File: src/rtl/stone_ram_arbiter.sv
// Serialises drawer and rope access to the single-port stone RAM,
// with an atomic test-and-set that lets exactly one rope claim a stone.
module stone_ram_arbiter #(
  parameter int DRAW_MAX_CONSEC = 4,
  parameter int RAM_LATENCY     = 1
) (
  input  logic        clock,
  input  logic        reset,
  input  logic [3:0]  quantity,
  input  logic        draw_req,
  input  logic [3:0]  draw_addr,
  output logic        draw_ack,
  input  logic [1:0]  rope_req,
  input  logic [3:0]  rope_op,
  input  logic [7:0]  rope_addr,
  input  logic [63:0] rope_wdata,
  output logic [1:0]  rope_ack,
  output logic [31:0] rdata,
  output logic        tas_ok,
  output logic        busy,
  output logic [3:0]  ram_address,
  output logic [31:0] ram_data,
  output logic        ram_wren,
  input  logic [31:0] ram_q
);

  localparam int SW = $clog2(DRAW_MAX_CONSEC + 1);
  localparam logic [SW-1:0] SMAX = SW'(DRAW_MAX_CONSEC);
  localparam logic [1:0] CNT_LAST = 2'(RAM_LATENCY - 1);

  localparam logic [1:0] OP_RD  = 2'b00;
  localparam logic [1:0] OP_WR  = 2'b01;
  localparam logic [1:0] OP_TAS = 2'b10;

  localparam logic [1:0] W_DRAW = 2'd0;
  localparam logic [1:0] W_R0   = 2'd1;
  localparam logic [1:0] W_R1   = 2'd2;

  typedef enum logic [2:0] {
    S_IDLE,
    S_ISSUE,
    S_WAIT,
    S_TAS_WR,
    S_DONE
  } state_t;

  state_t        state_q, state_d;
  logic [1:0]    who_q, who_d;
  logic [1:0]    op_q, op_d;
  logic [3:0]    addr_q, addr_d;
  logic [31:0]   wdata_q, wdata_d;
  logic [31:0]   word_q, word_d;
  logic [1:0]    cnt_q, cnt_d;
  logic [SW-1:0] streak_q, streak_d;
  logic          rr_last_q, rr_last_d;

  logic          draw_ack_q, draw_ack_d;
  logic [1:0]    rope_ack_q, rope_ack_d;
  logic [31:0]   rdata_q, rdata_d;
  logic          tas_ok_q, tas_ok_d;
  logic          busy_q, busy_d;
  logic [3:0]    ram_address_q, ram_address_d;
  logic [31:0]   ram_data_q, ram_data_d;
  logic          ram_wren_q, ram_wren_d;

  logic          rope_any;
  logic          draw_wins;
  logic          pick;
  logic          grant;
  logic [1:0]    g_who;
  logic [1:0]    g_op;
  logic [1:0]    g_raw_op;
  logic [3:0]    g_addr;
  logic [31:0]   g_wdata;
  logic [31:0]   res;
  logic          res_ok;

  // Arbitration for the IDLE decision
  always_comb begin
    rope_any  = |rope_req;
    draw_wins = draw_req && !((streak_q == SMAX) && rope_any);
    pick      = 1'b0;
    if (rope_req == 2'b11) begin
      pick = ~rr_last_q;
    end else begin
      pick = rope_req[1];
    end
    grant    = draw_wins || rope_any;
    g_who    = W_DRAW;
    g_op     = OP_RD;
    g_raw_op = OP_RD;
    g_addr   = draw_addr;
    g_wdata  = '0;
    if (!draw_wins && rope_any) begin
      g_who    = pick ? W_R1 : W_R0;
      g_raw_op = pick ? rope_op[3:2] : rope_op[1:0];
      g_op     = (g_raw_op == 2'b11) ? OP_RD : g_raw_op;
      g_addr   = pick ? rope_addr[7:4] : rope_addr[3:0];
      g_wdata  = pick ? rope_wdata[63:32] : rope_wdata[31:0];
    end
  end

  always_comb begin
    state_d       = state_q;
    who_d         = who_q;
    op_d          = op_q;
    addr_d        = addr_q;
    wdata_d       = wdata_q;
    word_d        = word_q;
    cnt_d         = cnt_q;
    streak_d      = streak_q;
    rr_last_d     = rr_last_q;
    ram_address_d = ram_address_q;
    ram_data_d    = ram_data_q;
    ram_wren_d    = 1'b0;
    draw_ack_d    = 1'b0;
    rope_ack_d    = 2'b00;
    rdata_d       = '0;
    tas_ok_d      = 1'b0;
    res           = '0;
    res_ok        = 1'b0;

    unique case (state_q)
      S_IDLE: begin
        if (grant) begin
          who_d   = g_who;
          op_d    = g_op;
          addr_d  = g_addr;
          wdata_d = g_wdata;
          if (draw_wins) begin
            if (!rope_any) begin
              streak_d = '0;
            end else if (streak_q != SMAX) begin
              streak_d = streak_q + 1'b1;
            end
          end else begin
            streak_d  = '0;
            rr_last_d = pick;
          end
          if (g_addr >= quantity) begin
            state_d = S_DONE;
          end else begin
            state_d       = S_ISSUE;
            ram_address_d = g_addr;
            ram_wren_d    = (g_op == OP_WR);
            ram_data_d    = (g_op == OP_WR) ? g_wdata : '0;
          end
        end
      end
      S_ISSUE: begin
        state_d = S_WAIT;
        cnt_d   = '0;
      end
      S_WAIT: begin
        if (cnt_q == CNT_LAST) begin
          word_d = ram_q;
          if (op_q == OP_WR) begin
            state_d = S_DONE;
          end else if (op_q == OP_TAS && ram_q[1:0] == 2'b10) begin
            state_d       = S_TAS_WR;
            ram_address_d = addr_q;
            ram_wren_d    = 1'b1;
            ram_data_d    = ram_q | 32'h1;
          end else begin
            state_d = S_DONE;
            res     = ram_q;
          end
        end else begin
          cnt_d = cnt_q + 2'd1;
        end
      end
      S_TAS_WR: begin
        state_d = S_DONE;
        res     = word_q | 32'h1;
        res_ok  = 1'b1;
      end
      S_DONE: begin
        state_d = S_IDLE;
      end
      default: begin
        state_d = S_IDLE;
      end
    endcase

    // Acks and result are registered on the way into DONE
    if (state_d == S_DONE) begin
      draw_ack_d = (who_d == W_DRAW);
      rope_ack_d = {who_d == W_R1, who_d == W_R0};
      rdata_d    = res;
      tas_ok_d   = res_ok;
    end
    busy_d = (state_d != S_IDLE);
  end

  always_ff @(posedge clock or posedge reset) begin
    if (reset) begin
      state_q       <= S_IDLE;
      who_q         <= W_DRAW;
      op_q          <= OP_RD;
      addr_q        <= '0;
      wdata_q       <= '0;
      word_q        <= '0;
      cnt_q         <= '0;
      streak_q      <= '0;
      rr_last_q     <= 1'b1;
      draw_ack_q    <= 1'b0;
      rope_ack_q    <= 2'b00;
      rdata_q       <= '0;
      tas_ok_q      <= 1'b0;
      busy_q        <= 1'b0;
      ram_address_q <= '0;
      ram_data_q    <= '0;
      ram_wren_q    <= 1'b0;
    end else begin
      state_q       <= state_d;
      who_q         <= who_d;
      op_q          <= op_d;
      addr_q        <= addr_d;
      wdata_q       <= wdata_d;
      word_q        <= word_d;
      cnt_q         <= cnt_d;
      streak_q      <= streak_d;
      rr_last_q     <= rr_last_d;
      draw_ack_q    <= draw_ack_d;
      rope_ack_q    <= rope_ack_d;
      rdata_q       <= rdata_d;
      tas_ok_q      <= tas_ok_d;
      busy_q        <= busy_d;
      ram_address_q <= ram_address_d;
      ram_data_q    <= ram_data_d;
      ram_wren_q    <= ram_wren_d;
    end
  end

  assign draw_ack    = draw_ack_q;
  assign rope_ack    = rope_ack_q;
  assign rdata       = rdata_q;
  assign tas_ok      = tas_ok_q;
  assign busy        = busy_q;
  assign ram_address = ram_address_q;
  assign ram_data    = ram_data_q;
  assign ram_wren    = ram_wren_q;

endmodule

File: config.mk
export PLATFORM = sky130hd
export DESIGN_NAME = stone_ram_arbiter
export DESIGN_NICKNAME = d
export VERILOG_FILES = /design/src/rtl/stone_ram_arbiter.sv
export SDC_FILE = /design/constraint.sdc
export NUM_CORES = 1
export LEC_CHECK = 0
export ABC_CLOCK_PERIOD_IN_PS = 4600
export BUFFER_PORTS_ARGS = -buffer_cell sky130_fd_sc_hd__buf_2
export CAP_MARGIN = 20
export CORE_MARGIN = 3
export CORE_UTILIZATION = 51
export CTS_CLUSTER_SIZE = 10
export DETAILED_ROUTE_END_ITERATION = 16
export HOLD_SLACK_MARGIN = 0.15
export PLACE_DENSITY_LB_ADDON = 0.12
export SLEW_MARGIN = 5
export SYNTH_ARGS = -nofsm -noshare
export SYNTH_HDL_FRONTEND = slang
export SYNTH_SLANG_ARGS = --single-unit
File: constraint.sdc
create_clock -name clock -period 4.6 [get_ports clock]
set_input_delay 0.69 -clock clock [delete_from_list [all_inputs] [get_ports clock]]
set_output_delay 0.69 -clock clock [all_outputs]
set_load 0.01 [all_outputs]
==> results.cfg <==
[layout]
utilization_pct = 68.5
layout-drive-gt1-share_pct = 50.5
mostFrequentLayoutCell = buf_2
syn2layout_area_growth_pct = 29.7
ff_latch_area_mm2 = 0.00305
fin_area_mm2 = 0.00749
multi_input_area_mm2 = 0.00245
antenna_cells = 0
layout.nets = 756
final_cell_mix = buf_2 (194), dfrtp_1 (121), a22o_1 (88)
n_fill_cell = 831

[cts]
cts-root-buf = clkbuf_16
cts_buffer_depth = 2
cts.sinks = 122
htree_levels = 4
path_clk_slew_ns = 0.05
postCtsSetupBuffers = 0
holdBufCountCts = 0
cts_tree = built
cts_resized = 0
clkLatencyLatePin_ns = 0.41
cts_buffers = 17

[sta]
fin_tns_setup_ns = 0
setup_ws_ns = 1.13
skew_ns = 0.00771
fmax_mhz = 288
slew_headroom_pct = 41.6
hold_viol = 0
finalSetupViolations = 0
worst_pin_slew_ns = 0.876
rsz0062_at_grt = no
fin_crit_ns = 3.47
min_period_over_period_pct = 75.5
drv_slew = 0

[detailed_routing]
drc = 0
via_count = 4377
drt_iter0_drc = 236
viasPerCell = 5.60
routed_wl_mm = 14.4
ant_nets = 0
drt_first_pass_iters = 4
routedWlPerCell_um = 18.4

[logic_synthesis]
yosys_most_used_dff = dfrtp_1
synth_cells = 437
async_flop_share_pct = 100
synth-edff-count = 0
avgSynthCellArea_um2 = 13.2
yosys_warnings = 0
synth.distinct_cells = 54
synth-seq-cells = 122
syn-cell-area_mm2 = 0.00578
synth_fp_nets = 565
ys_seq_area_share_pct = 52.9

[hold_path]
worstHoldPathType = in -> async

[floorplan]
die_h_um = 112
core_mm2 = 0.0109
die-area_mm2 = 0.0126
row_count = 38
ios = 195
initial_utilization_pct = 52.8
die_w_um = 112

[power]
internal_power_mw = 3.26
power_frac_comb_pct = 31.1
p_leak_nw = 3.84
p_seq_share_pct = 35.6
p_clk_share_pct = 33.3
ir_drop_uv = 349
p_sw_share_pct = 30.3
p_sw_mw = 1.42
pwr_density_cell_mw_per_mm2 = 624

[critical_path]
slowest_stage = a2111oi_4
path_cells = inv_1 > ha_1 > a21bo_1 > and3_1 > a221oi_2 > ha_1 > nand2b_1 > a2111oi_4 > nor3_4 > o21ai_4 > buf_4 > mux2_2
cp.required_ns = 4.90
arrival_ns = 3.77
critical_path_class = reg -> reg
cpPeakStageDelay_ns = 0.44
critPathMostFrequentCell = ha_1
end_kind = flip-flop
critPathLaunchType = flip-flop
cp_max_fo = 21

[run_status]
status = finished clean

[job]
maxCapViolCount = 0

[placement]
port_buffers = 194
dp_slack_ns = 0.915
hpwl_mm = 9.74
placed_area_mm2 = 0.00680
place.gp.congestion = 0.909

[grt]
gr-total-overflow = 0
grt_pass1_vias = 4669
grt_pass1_wl_mm = 23.3
antenna_found_initial = 0
grt_usage_pct = 23.5
grt_max_degree = 60
==> Yosys cell counts (6+ instances only) <==
master,n,area (um2)
dfrtp_1,121,3030
a22o_1,88,771
mux2_2,39,439
mux2_4,26,390
inv_1,18,67.6
nand2_1,18,67.6
o21ai_0,14,70.1
buf_2,9,45.0
buf_6,9,101
ha_1,7,87.6
nor2_1,7,26.3
clkbuf_1,6,22.5
==> routing by layer <==
metal,vias to the layer above,share of wire [%],GRT usage (%)
li1,2025,-,-
met1,2193,42,29.5
met2,148,51,39.8
met3,11,5.8,6.31
met4,0,1.0,7.53
met5,-,0,0
==> flip-flops by register name, indices dropped and copies added (netlist names), 3 cells and up <==
| name | count |
|---|---|
| state_q | 3 |
| rdata | 32 |
| addr_q | 4 |
| ram_address | 4 |
| streak_q | 3 |
| word_q | 31 |
| ram_data | 32 |
==> power groups by stage <==
stage | Sequential [mW] | Combinational [mW] | Clock [mW]
floorplan | 1.71 | 0.978 | 0
global placement | 1.65 | 1.42 | 0
detailed placement | 1.67 | 1.47 | 0
CTS | 1.66 | 1.48 | 1.59
global route | 1.71 | 1.58 | 1.63
finish | 1.66 | 1.45 | 1.56
==> cell families (layout without fill, tap and decap cells) <==
logic type / count (synthesis) / count (layout) / synth area share, %
AO/OA/AOI/OAI: 132 / 132 / 19.4
flip-flops: 122 / 122 / 52.9
multiplexers: 68 / 68 / 14.9
AND/OR/NAND/NOR: 58 / 58 / 6.11
buffers and inverters: 50 / 254 / 5.26
adder cells (fa/ha/maj): 7 / 7 / 1.52
==> critical path: cells and delay by family (launching register included) <==
kind                     cells  cell delay [ns]
multiplexers                 1             0.38
AND/OR/NAND/NOR              3             0.51
flip-flops                   1             0.38
AO/OA/AOI/OAI                4             1.17
buffers and inverters        2             0.40
adder cells (fa/ha/maj)      2             0.50
==> path summary, 6_finish.rpt <==
kind,startpoint,endpoint,slack (ns),cells after the start
worst max-delay path,streak_q[0],ram_data[28],1.13,12
worst min-delay path,reset,ram_data[22],0.38,2
worst max register to register,streak_q[0],ram_data[28],1.13,12
worst min register to register,word_q[4],rdata[4],0.48,1
max in group asynchronous,reset,rr_last_q,3.28,3
min in group clock,word_q[4],rdata[4],0.48,1
==> area by class of cell <==
| class | instances | share of cell area (%) |
|---|---|---|
| Clock buffer | 17 | 5.68 |
| Clock inverter | 15 | 3.59 |
| Inverter | 18 | 0.936 |
| Multi-Input combinational cell | 265 | 32.7 |
| Sequential cell | 122 | 40.8 |
| Tap cell | 140 | 2.34 |
| Timing Repair Buffer | 204 | 14.0 |
==> stage by stage <==
stage / hold slack, ns / power, mW / cells
finish: 0.384 / 4.67 / 781
global route: 0.441 / 4.93 / 781
CTS: 0.418 / 4.73 / 781
global placement: 0.462 / 3.07 / 749
detailed placement: 0.472 / 3.14 / 749
floorplan: 0.450 / 2.69 / 437
Power figures use the tool's default switching activity.
